### config.mk
export PLATFORM = sky130hd
export DESIGN_NAME = fp_div_batch_seq
export DESIGN_NICKNAME = d
export VERILOG_FILES = /design/src/rtl/fp_div_pkg.sv /design/src/rtl/fp_div_serial_core.sv /design/src/rtl/fp_div_batch_seq.sv
export SDC_FILE = /design/constraint.sdc
export NUM_CORES = 2
export LEC_CHECK = 0
export CAP_MARGIN = 20
export CELL_PAD_IN_SITES_DETAIL_PLACEMENT = 1
export CELL_PAD_IN_SITES_GLOBAL_PLACEMENT = 2
export CORE_MARGIN = 10
export CORE_UTILIZATION = 34
export CTS_CLUSTER_SIZE = 8
export DETAILED_ROUTE_END_ITERATION = 7
export PLACE_DENSITY_LB_ADDON = 0.15
export SYNTH_ARGS = -nofsm -noshare
export SYNTH_HDL_FRONTEND = slang
export SYNTH_SLANG_ARGS = --single-unit
### constraint.sdc
create_clock -name clk -period 6.49 [get_ports clk]
set_input_delay 1.947 -clock clk [delete_from_list [all_inputs] [get_ports clk]]
set_output_delay 1.947 -clock clk [all_outputs]
set_load 0.01 [all_outputs]
### src/rtl/fp_div_pkg.sv
// rtl/fp_div_pkg.sv - shared types, sizes and sign-magnitude helpers for the batch divider
//
// Purpose : default word geometry, sequencer state encoding and sign-magnitude
//           split/pack helpers used by fp_div_batch_seq.
// Contents: FP_Q, FP_N, FP_NUM_CH, ITERS, state_t, sm_mag, sm_sign, sm_pack.
//           The helpers are sized by FP_N, so the top must be built with N == FP_N.

package fp_div_pkg;

  localparam int FP_Q      = 16;
  localparam int FP_N      = 48;
  localparam int FP_NUM_CH = 4;
  // One quotient bit per clock over the full |num| << Q dividend.
  localparam int ITERS     = FP_N - 1 + FP_Q;

  typedef enum logic [2:0] {
    S_IDLE  = 3'd0,
    S_LOAD  = 3'd1,
    S_ITER  = 3'd2,
    S_STORE = 3'd3,
    S_DONE  = 3'd4
  } state_t;

  function automatic logic [FP_N-2:0] sm_mag(input logic [FP_N-1:0] w);
    return w[FP_N-2:0];
  endfunction

  // A word with zero magnitude is treated as +0 whatever its sign bit says.
  function automatic logic sm_sign(input logic [FP_N-1:0] w);
    return w[FP_N-1] & (|w[FP_N-2:0]);
  endfunction

  // Never produces negative zero.
  function automatic logic [FP_N-1:0] sm_pack(input logic s, input logic [FP_N-2:0] m);
    return {s & (|m), m};
  endfunction

endpackage

### src/rtl/fp_div_serial_core.sv
// rtl/fp_div_serial_core.sv - serial restoring divider, one quotient bit per clock
//
// Purpose : divides (dividend_mag << Q) by divisor_mag, MSB first, in N-1+Q cycles.
// Ports   : clk, rst          clock, synchronous active-high reset
//           start             load operands and begin (ignored fields otherwise)
//           dividend_mag      unsigned numerator magnitude, N-1 bits
//           divisor_mag       unsigned denominator magnitude, N-1 bits
//           done              high in the cycle whose rising edge does the last iteration
//           quot              low N-1 quotient bits (valid after done)
//           dbz               divisor was zero
//           ovf               quotient >= 2^(N-1) (not reported when dbz)

module fp_div_serial_core #(
  parameter int Q = 16,
  parameter int N = 48
) (
  input  logic         clk,
  input  logic         rst,
  input  logic         start,
  input  logic [N-2:0] dividend_mag,
  input  logic [N-2:0] divisor_mag,
  output logic         done,
  output logic [N-2:0] quot,
  output logic         dbz,
  output logic         ovf
);

  localparam int QW = N - 1 + Q;
  localparam int CW = $clog2(QW + 1);

  // qr starts as the shifted dividend and has quotient bits shifted in at the
  // bottom, so after QW steps it holds the whole quotient.
  logic [QW-1:0] qr;
  logic [N-2:0]  rem;
  logic [N-2:0]  dvs;
  logic [CW-1:0] cnt;
  logic          running;
  logic          dz;

  logic [N-1:0]  shifted;
  logic [N-1:0]  diff;
  logic          borrow;
  logic          geq;
  logic          unused_diff_msb;

  assign shifted          = {rem, qr[QW-1]};
  assign {borrow, diff}   = {1'b0, shifted} - {2'b0, dvs};
  assign geq              = ~borrow;
  // The partial remainder after a successful subtract is below the divisor,
  // so the top difference bit is always zero.
  assign unused_diff_msb  = diff[N-1];

  assign done = running && (cnt == CW'(1));
  assign quot = qr[N-2:0];
  assign dbz  = dz;
  assign ovf  = ~dz & (|qr[QW-1:N-1]);

  always_ff @(posedge clk) begin
    if (rst) begin
      qr      <= '0;
      rem     <= '0;
      dvs     <= '0;
      cnt     <= '0;
      running <= 1'b0;
      dz      <= 1'b0;
    end else if (start) begin
      qr      <= {dividend_mag, {Q{1'b0}}};
      rem     <= '0;
      dvs     <= divisor_mag;
      dz      <= (divisor_mag == '0);
      cnt     <= CW'(QW);
      running <= 1'b1;
    end else if (running) begin
      qr  <= {qr[QW-2:0], geq};
      rem <= geq ? diff[N-2:0] : shifted[N-2:0];
      cnt <= cnt - CW'(1);
      if (cnt == CW'(1)) running <= 1'b0;
    end
  end

endmodule

### src/rtl/fp_div_batch_seq.sv
// rtl/fp_div_batch_seq.sv - multi-channel sign-magnitude fixed-point divider sequencer
//
// Purpose : latches NUM_CH num/den pairs on start and divides them one channel at a
//           time on a shared serial core; reports quotient, dbz and ovf per channel.
// Ports   : clk, rst          clock, synchronous active-high reset
//           startbatch        start request, honoured only in IDLE or DONE
//           num_in, den_in    NUM_CH packed N-bit sign-magnitude operands
//           ans               NUM_CH packed N-bit quotients
//           dbz, ovf          per-channel divide-by-zero / overflow flags
//           busy              batch in progress
//           donebatch         level, batch finished, cleared by the next accepted start

module fp_div_batch_seq
  import fp_div_pkg::*;
#(
  parameter int Q      = FP_Q,
  parameter int N      = FP_N,
  parameter int NUM_CH = FP_NUM_CH
) (
  input  logic                clk,
  input  logic                rst,
  input  logic                startbatch,
  input  logic [NUM_CH*N-1:0] num_in,
  input  logic [NUM_CH*N-1:0] den_in,
  output logic [NUM_CH*N-1:0] ans,
  output logic [NUM_CH-1:0]   dbz,
  output logic [NUM_CH-1:0]   ovf,
  output logic                busy,
  output logic                donebatch
);

  localparam int CH_W = (NUM_CH > 1) ? $clog2(NUM_CH) : 1;

  state_t              state;
  logic [CH_W-1:0]     ch;
  logic [NUM_CH*N-1:0] num_r;
  logic [NUM_CH*N-1:0] den_r;

  logic [N-1:0] num_cur;
  logic [N-1:0] den_cur;
  logic         core_start;
  logic         core_done;
  logic         core_dbz;
  logic         core_ovf;
  logic [N-2:0] core_quot;

  logic         s_num;
  logic         s_q;
  logic         res_sign;
  logic [N-2:0] res_mag;
  logic [N-1:0] res_word;

  assign num_cur    = num_r[ch*N +: N];
  assign den_cur    = den_r[ch*N +: N];
  assign core_start = (state == S_LOAD);

  fp_div_serial_core #(.Q(Q), .N(N)) u_core (
    .clk          (clk),
    .rst          (rst),
    .start        (core_start),
    .dividend_mag (sm_mag(num_cur)),
    .divisor_mag  (sm_mag(den_cur)),
    .done         (core_done),
    .quot         (core_quot),
    .dbz          (core_dbz),
    .ovf          (core_ovf)
  );

  // Result formatting for the channel being stored. Operands stay latched for
  // the whole batch, so the signs can be taken straight from them here.
  always_comb begin
    s_num    = sm_sign(num_cur);
    s_q      = s_num ^ sm_sign(den_cur);
    res_mag  = core_quot;
    res_sign = s_q;
    if (core_dbz) begin
      res_mag  = '1;
      res_sign = s_num;
    end else if (core_ovf) begin
      res_mag  = '1;
    end
    res_word = sm_pack(res_sign, res_mag);
  end

  always_ff @(posedge clk) begin
    if (rst) begin
      state     <= S_IDLE;
      ch        <= '0;
      num_r     <= '0;
      den_r     <= '0;
      ans       <= '0;
      dbz       <= '0;
      ovf       <= '0;
      busy      <= 1'b0;
      donebatch <= 1'b0;
    end else begin
      case (state)
        S_IDLE, S_DONE: begin
          if (startbatch) begin
            num_r     <= num_in;
            den_r     <= den_in;
            ans       <= '0;
            dbz       <= '0;
            ovf       <= '0;
            donebatch <= 1'b0;
            busy      <= 1'b1;
            ch        <= '0;
            state     <= S_LOAD;
          end
        end
        S_LOAD: state <= S_ITER;
        S_ITER: begin
          if (core_done) state <= S_STORE;
        end
        S_STORE: begin
          ans[ch*N +: N] <= res_word;
          dbz[ch]        <= core_dbz;
          ovf[ch]        <= core_ovf;
          if (ch == CH_W'(NUM_CH - 1)) begin
            busy      <= 1'b0;
            donebatch <= 1'b1;
            state     <= S_DONE;
          end else begin
            ch    <= ch + CH_W'(1);
            state <= S_LOAD;
          end
        end
        default: state <= S_IDLE;
      endcase
    end
  end

endmodule
==> impl_metrics.env <==
export IMPL_postCtsSetupRepairBufs=0
export IMPL_power_frac_comb=0.370
export IMPL_htreeDepth=3
export IMPL_drc=0
export IMPL_antenna_found_initial=18
export IMPL_max_stage_delay_ns=0.73
export IMPL_p_leak_nw=15.7
export IMPL_finClkSkew_ns=0.0257
export IMPL_hp_class="reg2reg"
export IMPL_cts_max_path_buffers=3
export IMPL_yosys_cell_types_count=73
export IMPL_hold_viol_final=0
export IMPL_drtIter0Drc=2535
export IMPL_slew_headroom=0.109
export IMPL_nets=5019
export IMPL_use_met3=0.0572
export IMPL_required_ns=7.10
export IMPL_synth_largest_area_cell="dfxtp_1"
export IMPL_drt_first_pass_iters=6
export IMPL_ys_warn_count=0
export IMPL_period_share=0.750
export IMPL_fp_dieH_um=337
export IMPL_grtUsageMet1=0.330
export IMPL_ys_flop_type="dfxtp_1"
export IMPL_top_usage_layer="met2"
export IMPL_synth_top_area_frac=0.444
export IMPL_ir_worst_vdd_v=0.000295
export IMPL_multi_input_area_mm2=0.0174
export IMPL_slowest_stage="dfxtp_4"
export IMPL_status="finished clean"
export IMPL_routed_wirelength_um=145000
export IMPL_path_cells="buf_4 > mux4_2 > nor4_1 > nand4_1 > o31ai_1 > xnor2_1 > a21oi_1 > a31oi_1 > o31ai_1 > a32o_1"
export IMPL_drv_slew=0
export IMPL_clock_power_share=0.295
export IMPL_start_kind="flip-flop"
export IMPL_clk_pin_slew_worst_paths_ns=0.06
export IMPL_wire_per_inst_um=24.7
export IMPL_vias=32012
export IMPL_fmax_ghz=0.205
export IMPL_drive_above_1_share=0.0629
export IMPL_start_util=0.341
export IMPL_min_period_ns=4.87
export IMPL_ys_ff_latch=756
export IMPL_critical_path_arrival_ns=5.48
export IMPL_core_rowCount=116
export IMPL_cts_resized_gates=0
export IMPL_maxCapViolations=0
export IMPL_insertion_delay_ns=0.68
export IMPL_grt_ovfl_total=0
export IMPL_synth_nets=4610
export IMPL_grt_pass1_vias=32371
export IMPL_numClockSinks=756
export IMPL_final_util=0.437
export IMPL_synth_seq_area_share=0.444
export IMPL_numCtsBuffers=106
export IMPL_grt_max_degree=224
export IMPL_dieArea_mm2=0.113
export IMPL_worstMarginPinSlew_ns=1.34
export IMPL_syn_avg_cell_area_um2=8.18
export IMPL_cellPowerDensity_mw_per_mm2=387
export IMPL_p_int_w=0.0104
export IMPL_hold_buffers=0
export IMPL_seqPwrFrac=0.335
export IMPL_setup_violations=0
export IMPL_io_buffers=588
export IMPL_gp_congestion=0.858
export IMPL_grtUsageMet2=0.389
export IMPL_dp_hpwl_um=107000
export IMPL_fin_ws_ns=1.62
export IMPL_setup_tns_final_ns=0
export IMPL_routed_via_density=5.43
export IMPL_criticalPathCategory="reg2reg"
export IMPL_io_pin_count=589
export IMPL_syn2layout_area_growth_pct=28.1
export IMPL_track_usage=0.245
export IMPL_ys_async_sr_fraction=0
export IMPL_p_sw_w=0.00648
export IMPL_syn_area_mm2=0.0341
export IMPL_die_x_um=337
export IMPL_synth_edff_count=0
export IMPL_crit_top_cell="o31ai_1"
export IMPL_swShare=0.383
export IMPL_fillers=11682
export IMPL_rsz0062_at_grt="false"
export IMPL_crit_fanout=25
export IMPL_core_area_mm2=0.0999
export IMPL_root_buffer="clkbuf_16"
export IMPL_grt_pass1_wl_um=213000
export IMPL_yosys_top_cells_area="dfxtp_1, nand2_1, a21oi_1"
export IMPL_postRouteAntennaNets=0
export IMPL_seq_area_mm2=0.0151
export IMPL_critPathCaptureType="flip-flop"
export IMPL_cts_tree="yes"
export IMPL_synthCells=4167
export IMPL_dp_slack_ns=1.63
-- cell usage in the layout, fill, tap and decap left out, types with 54 or more instances in the layout --
| cell type | n |
|---|---|
| nand2_1 | 998 |
| dfxtp_1 | 753 |
| a21oi_1 | 688 |
| clkdlybuf4s50_1 | 587 |
| nor2_1 | 320 |
| o21ai_0 | 163 |
| mux2i_1 | 136 |
| a22oi_1 | 112 |
| clkbuf_16 | 107 |
| mux4_2 | 96 |
| inv_1 | 71 |
| a211oi_1 | 54 |
| ha_1 | 54 |
-- power groups by stage --
stage	sequential [W]	combinational (W)	clock, W
global placement	0.00573	0.00617	0
detailed placement	0.00574	0.00622	0
CTS	0.00565	0.00625	0.00511
finish	0.00566	0.00626	0.00498
global route	0.00571	0.00688	0.00530
floorplan	0.00549	0.00452	0
-- path summary, 6_finish.rpt --
kind / slack, ns / to / start / depth (start not counted)
max: 1.62 / ans[127] / ch[0] / 10
min: 0.45 / ans[29] / ans[29] / 2
max reg2reg: 1.62 / ans[127] / ch[0] / 10
min reg2reg: 0.45 / ans[29] / ans[29] / 2
-- state kept, by name, summed over array words and instances (netlist names) --
register / count
state: 3
u_core.running: 1
den_r: 192
u_core.qr: 63
u_core.cnt: 6
donebatch: 1
ch: 2
ans: 192
num_r: 192
u_core.rem: 47
u_core.dbz: 1
ovf: 4
u_core.dvs: 47
dbz: 4
busy: 1
-- cell usage after synthesis, types with 24 or more instances --
cell type	count
dfxtp_1	756
nor2_1	324
nand2_1	999
nor4_1	45
a211oi_1	54
xnor2_1	32
a21o_1	27
mux2i_1	136
mux4_2	96
a21oi_1	690
clkbuf_1	301
ha_1	55
a22oi_1	112
nand3_1	38
inv_1	71
o21ai_0	163
nor3_1	24
-- per-stage QoR --
stage | area [um^2] | total power [W] | std cells | hold slack, ns
floorplan | 34100 | 0.0100 | 4167 | 0.433
global placement | 40800 | 0.0119 | 5764 | 0.440
detailed placement | 40800 | 0.0120 | 5765 | 0.444
CTS | 43600 | 0.0170 | 5888 | 0.451
global route | 43700 | 0.0179 | 5893 | 0.465
finish | 43700 | 0.0169 | 5894 | 0.449
-- kinds of logic (layout without fill, tap and decap cells) --
family / after synthesis / count (layout) / synth area share
AO/OA/AOI/OAI: 1140 / 1140 / 0.190
XOR/XNOR: 49 / 49 / 0.0126
adder cells (fa/ha/maj): 56 / 56 / 0.0208
buffers and inverters: 407 / 831 / 0.0469
flip-flops: 756 / 756 / 0.444
multiplexers: 233 / 233 / 0.104
other: 0 / 5 / 0
AND/OR/NAND/NOR: 1526 / 1526 / 0.182
-- layer usage --
metal  vias to the layer above  part of all wire
met5                         -            0.0011
met4                        24             0.022
met3                       201             0.066
met2                       864              0.45
met1                     15714              0.46
li1                      15209                 -
-- area by class of cell --
type	instances	area share
diodes	5	0.000287
clock buffers	115	0.0625
clock inverters	8	0.00203
inverters	72	0.00619
multi-input cells	3004	0.399
flip-flops and latches	756	0.347
well taps	1298	0.0372
repair buffers	636	0.146
-- worst max-delay path: cells and delay by family (launching register included) --
family	cells	cell delay [ns]
AND/OR/NAND/NOR	2	0.70
multiplexers	1	0.58
buffers and inverters	1	0.48
XOR/XNOR	1	0.32
flip-flops	1	0.73
AO/OA/AOI/OAI	5	1.94
(Power assumes the default switching activity.)
